[src/rtl/nor_output_monitor.sv]
// Quad NOR output monitor: synchronizes and debounces four gate outputs, then
// records each accepted level change as a timestamped event in a 4-deep FIFO.
module nor_output_monitor #(
    parameter int unsigned STABLE = 3,
    parameter logic [3:0]  INIT   = 4'b0000
) (
    input  logic        clk,
    input  logic        rst,
    input  logic [3:0]  y,
    output logic [3:0]  stable,
    output logic        ev_valid,
    input  logic        ev_ready,
    output logic [15:0] ev_data,
    output logic        ovf,
    input  logic        clr_ovf
);

    localparam logic [3:0] LAST = 4'(STABLE - 1);

    logic [3:0]  s1_reg, s2_reg, stable_reg;
    logic [3:0]  flip;
    logic [3:0]  cnt_reg [4];
    logic [7:0]  ts_reg;
    logic        pend_valid_reg;
    logic [15:0] pend_data_reg;
    logic [15:0] mem_reg [4];
    logic [1:0]  wr_ptr_reg, rd_ptr_reg;
    logic [2:0]  count_reg;
    logic        ovf_reg;

    logic push, pop, full, accept, drop;

    always_ff @(posedge clk or negedge rst) begin
        if (!rst) begin
            s1_reg <= INIT;
            s2_reg <= INIT;
        end else begin
            s1_reg <= y;
            s2_reg <= s1_reg;
        end
    end

    // Per-channel debounce: the counter tracks how long s2 has disagreed with stable.
    generate
        for (genvar gi = 0; gi < 4; gi++) begin : g_chan
            logic differs;
            assign differs  = (s2_reg[gi] != stable_reg[gi]);
            assign flip[gi] = differs && (cnt_reg[gi] == LAST);

            always_ff @(posedge clk or negedge rst) begin
                if (!rst)
                    cnt_reg[gi] <= 4'd0;
                else if (!differs || flip[gi])
                    cnt_reg[gi] <= 4'd0;
                else
                    cnt_reg[gi] <= cnt_reg[gi] + 4'd1;
            end
        end
    endgenerate

    // The event is staged one cycle so it can be stamped with the pre-increment time.
    always_ff @(posedge clk or negedge rst) begin
        if (!rst) begin
            stable_reg     <= INIT;
            ts_reg         <= 8'd0;
            pend_valid_reg <= 1'b0;
            pend_data_reg  <= 16'd0;
        end else begin
            stable_reg     <= stable_reg ^ flip;
            ts_reg         <= ts_reg + 8'd1;
            pend_valid_reg <= (flip != 4'd0);
            pend_data_reg  <= {flip, stable_reg ^ flip, ts_reg};
        end
    end

    assign pop    = (count_reg != 3'd0) && ev_ready;
    assign push   = pend_valid_reg;
    assign full   = (count_reg == 3'd4);
    assign accept = push && (!full || pop);
    assign drop   = push && full && !pop;

    always_ff @(posedge clk) begin
        if (accept)
            mem_reg[wr_ptr_reg] <= pend_data_reg;
    end

    always_ff @(posedge clk or negedge rst) begin
        if (!rst) begin
            wr_ptr_reg <= 2'd0;
            rd_ptr_reg <= 2'd0;
            count_reg  <= 3'd0;
            ovf_reg    <= 1'b0;
        end else begin
            if (accept)
                wr_ptr_reg <= wr_ptr_reg + 2'd1;
            if (pop)
                rd_ptr_reg <= rd_ptr_reg + 2'd1;
            count_reg <= count_reg + {2'd0, accept} - {2'd0, pop};
            // A drop on the same edge as clr_ovf keeps the flag set.
            if (drop)
                ovf_reg <= 1'b1;
            else if (clr_ovf)
                ovf_reg <= 1'b0;
        end
    end

    assign stable   = stable_reg;
    assign ev_valid = (count_reg != 3'd0);
    assign ev_data  = ev_valid ? mem_reg[rd_ptr_reg] : 16'd0;
    assign ovf      = ovf_reg;

endmodule

[config.mk]
export PLATFORM = sky130hd
export DESIGN_NAME = nor_output_monitor
export DESIGN_NICKNAME = d
export VERILOG_FILES = /design/src/rtl/nor_output_monitor.sv
export SDC_FILE = /design/constraint.sdc
export NUM_CORES = 1
export LEC_CHECK = 0
export ABC_AREA = 0
export CAP_MARGIN = 10
export CORE_ASPECT_RATIO = 0.75
export CORE_MARGIN = 5
export CORE_UTILIZATION = 58
export DETAILED_ROUTE_END_ITERATION = 7
export PLACE_DENSITY = 0.78
export REMOVE_ABC_BUFFERS = 1
export SLEW_MARGIN = 30
export SYNTH_ARGS = -nofsm -noshare
export SYNTH_HDL_FRONTEND = slang
export SYNTH_SLANG_ARGS = --single-unit
[constraint.sdc]
create_clock -name clk -period 2.8 [get_ports clk]
set_input_delay 0.84 -clock clk [delete_from_list [all_inputs] [get_ports clk]]
set_output_delay 0.84 -clock clk [all_outputs]
set_load 0.1 [all_outputs]
Yosys cells after proc, flatten, opt, wreduce, memory -nomap -nowiden --
Memories as Yosys holds them, arrays and structs flattened. Cells that the tools add are included.
Word-level totals: memories kept 1, input port bits 8, bits in writable memories 64, bits in registers 61, output and inout port bits 22
Cells by class: bitwise gates (word level) 1, multiplexer cells 9, equal/unequal tests 9, add/subtract/negate cells 9, reductions and logical operators 22
Memory list:
- mem_reg | words 4, width 16, read ports 1, clocked after memory_dff 0, write ports 1, line 26 | logic [15:0] mem_reg [4];
Operator list (number):
- $add A4 B1 Y4 const B | 4
- $eq A4 B2 Y1 const B | 4
- $mux W16 | 1
- $mux W4 | 4
- $add A8 B1 Y8 const B | 1
- $logic_and A1 B1 Y1 | 8
- $logic_not A1 Y1 | 6
- $logic_or A1 B1 Y1 | 5
- $add A2 B1 Y2 const B | 2
- $mux W1 | 4
- $ne A1 B1 Y1 | 4
- $reduce_bool A4 Y1 | 1
- $xor A4 B4 Y4 | 1
- $add A3 B1 Y3 | 1
- $eq A3 B3 Y1 const B | 1
- $reduce_bool A3 Y1 | 1
- $sub A3 B1 Y3 | 1
- $reduce_bool A2 Y1 | 1

Logic depth before layout (Yosys ltp) --
depth in word-level cells 6, gate-level depth with buffers 8, gate-level depth less buffers 8

Least setup slack after synthesis --
Ideal clock, no wire load.
kind register to output, from register count_reg[1], to output port ev_data[10], setup slack -0.504 ns, cell stages (with the launch flop) 5, arrival 2.464 ns, buffers on the path 2, cells stage by stage dfrtp_1 or3_1 buf_2 clkbuf_1 and2_1
On the way: cells in the longest elaborated chain, start to end 2
RTL lines:
- start: declaration | line 28 | logic [2:0] count_reg;
- start signal: assignment | line 98 | count_reg <= count_reg + {2'd0, accept} - {2'd0, pop};
- $reduce_bool A3 Y1 | line 108 | assign ev_valid = (count_reg != 3'd0);
- via ev_valid | line 11 | output logic ev_valid,
- $mux W16 | line 109 | assign ev_data = ev_valid ? mem_reg[rd_ptr_reg] : 16'd0;
- end: declaration | line 13 | output logic [15:0] ev_data,
The timed path passes the listed nets, and every way through them passes these cells.

Final worst setup path --
from register rd_ptr_reg[0], to output port ev_data[0]
On the way: cells in the longest elaborated chain, start to end 2
RTL lines:
- start: declaration | line 27 | logic [1:0] wr_ptr_reg, rd_ptr_reg;
- start signal: assignment | line 97 | rd_ptr_reg <= rd_ptr_reg + 2'd1;
- $mem_v2 Z4 W16
- $mux W16 | line 109
No other way between the ends.

==> out/summary.txt <==
crit-path cells - buf_12 > mux4_2 > and2_4 > buf_12
maxcap violations - 0
CTS tree - done
First DRT Iteration DRCs - 170
leading post-synthesis cells by cell area - edfxtp_1 (41%), dfrtp_1 (30%), mux4_1 (4.4%)
commonest non-fill, non-tap cell in the layout - edfxtp_1
number of flip-flops in the largest register - 64
clock sink count - 121
Critical Path RT - 1.96 ns
Netlist cell types - 30
R2R cell count - 7
Synth area leader - edfxtp_1
clock root cell - clkbuf_8
register area share after synthesis - 70.6%
Final #Nets - 352
Cells after DPL - 412
vias in the first global route - 2573
global-route wire length before repair - 14000 um
Final Hold Vio Count - 0
die width - 114 um
Max Fclk - 357 MHz
fin crit period - 2.80 ns
CP Buf/Inv Count - 2
Post-Syn Instances - 279
fraction of registers with async set/reset - 47.1%
Arrival @ worst endpoint - 1.96 ns
gp weighted congestion - 0.815
post-route ant nets - 0
transition time at the pin with the least slew margin - 0.641 ns
Avg Cell Area, Syn - 17.0 sq um
Worst Skew - 0.00766 ns
wirelength, routed - 8580 um
outcome - finished, final reports clean
CTS clock-pin slew for the worst setup and hold paths - 0.06 ns
DP HPWL - 5340 um
initial antenna violation count - 0
commonest non-fill, non-tap cells in the layout - edfxtp_1 (64), dfrtp_1 (56), buf_12 (22)
Seq cells post-synth - 121
Non-Filler Instances - 446
Top-Level Pins - 30
Worst slew margin - 57.3%
Setup violations, final - 0
Clock Path Buffers - 2
number of buffers created by CTS - 17
Final period util - 100%
Initial Utilization - 59.9%
share of layout cells above drive strength 1 - 30.5%
grt ovf - 0
drt pass-1 iters - 4
Via density - 5.44
Top FF cell, synth - edfxtp_1
Worst Setup End Kind - output pin
Setup CP Type - register to output pin
P&R area growth vs syn - 26.1%
die area - 10100 sq um
H-Tree Depth - 4
worst r2r dst - count_reg[2]
Buffers on Ports - 29
top-area cell type share of the netlist area - 40.5%
RSZ-0062 raised after global routing - yes
EDFF count, synth - 64
number of diodes - 0
Mapped Area - 4740 sq um
startpoint types - register
num rows - 28
largest net degree at the start of global routing - 32
Pins Over Slew Limit - 0
HP Class - primary input to async pin
Clock Latency Late Sink - 0.51 ns
Crit path largest cell delay - 0.53 ns
core area - 7920 sq um
gr usage total - 19.8%
RR Startpoint - count_reg[2]
cell family with most CP delay - multiplexers
Routed WL per cell - 19.2 um
drc violations - 0
flop2flop setup slack - 0.56 ns
via count - 2426
Most Frequent Cell on Critical Path - buf_12
Slowest-stage cell, CP - mux4_2
chip height - 88.3 um
Ys Warns - 0
CP Max Fanout - 9
-- kinds of logic after synthesis --
kind of cell,after synthesis,synth area share [%]
xor gates and xnor gates,20,3.70
buffers and inverters,22,2.64
and+or+nand+nor,74,8.63
adders and majority gates,16,4.38
DFF,121,70.6
AOI/OAI and AO/OA,5,0.581
muxes,21,9.42
-- per-stage QoR --
stage               utilization, %  instance area, sq um  worst slack [ns]  hold slack [ns]  TNS, ns
floorplan                        -                  4660            -0.177            0.331    -2.84
global placement              67.6                  5350           0.00884            0.332        0
detailed placement            67.6                  5350            -0.109            0.336   -0.198
CTS                           75.8                  6000           -0.0872            0.349   -0.679
global route                  75.5                  5980           -0.0667            0.360   -0.548
finish                        75.5                  5980          0.000142            0.347        0
-- layout make-up --
| type | instances | area [sq um] |
|---|---|---|
| Tap cell | 105 | 131 |
| Inverter | 12 | 45.0 |
| Timing Repair Buffer | 40 | 592 |
| Sequential cell | 121 | 3350 |
| Clock buffer | 27 | 524 |
| Clock inverter | 5 | 55.1 |
| Multi-Input combinational cell | 136 | 1280 |
| Fill cell | 465 | 1940 |
-- layer usage --
layer / track usage (%) / wire length [um] / vias up
met3: 6.08 / 416 / 18
met5: 0 / 0 / -
met4: 9.60 / 170 / 0
met1: 25.6 / 3590 / 1270
li1: - / - / 1083
met2: 31.2 / 4400 / 55
-- synth_stat cells, types with 3 or more instances --
library cell  instances
nand2b_1              9
a21oi_1               3
buf_4                 4
buf_2                 3
ha_1                 15
edfxtp_1             64
mux4_1                8
or3b_2                4
mux2_2                5
nand3_1               8
dfrtp_1              57
xnor2_1              10
inv_1                12
xor2_1               10
nor2_1               20
nand2_1               4
and2_1               21
mux4_2                8
nand3b_1              3
-- how the worst max path moves through the flow --
stage,from,end,slack [ns],cells after the start
4_1_cts,rd_ptr_reg[0],ev_data[9],-0.09,5
5_1_grt,rd_ptr_reg[0],ev_data[4],-0.07,4
3_5_place_dp,ev_ready,count_reg[1],-0.11,8
6_report,rd_ptr_reg[0],ev_data[0],0.0001,4
3_3_place_gp,ev_ready,count_reg[2],0.009,9
2_1_floorplan,count_reg[1],ev_data[0],-0.18,2
-- repair_timing --
| action | 4_1_cts | 5_1_grt |
|---|---|---|
| hold buffers | 0 | 0 |
| endpoints found under the setup margin | 16 | 16 |
| pin swaps | 3 | 3 |
| setup buffers | 2 | 0 |
| resized for setup | 27 | 1 |
| cloned | 1 | 0 |
Power is left out: the tool's default activity adds up to more than one toggle a clock period on the data nets, which glitch-free logic cannot reach.
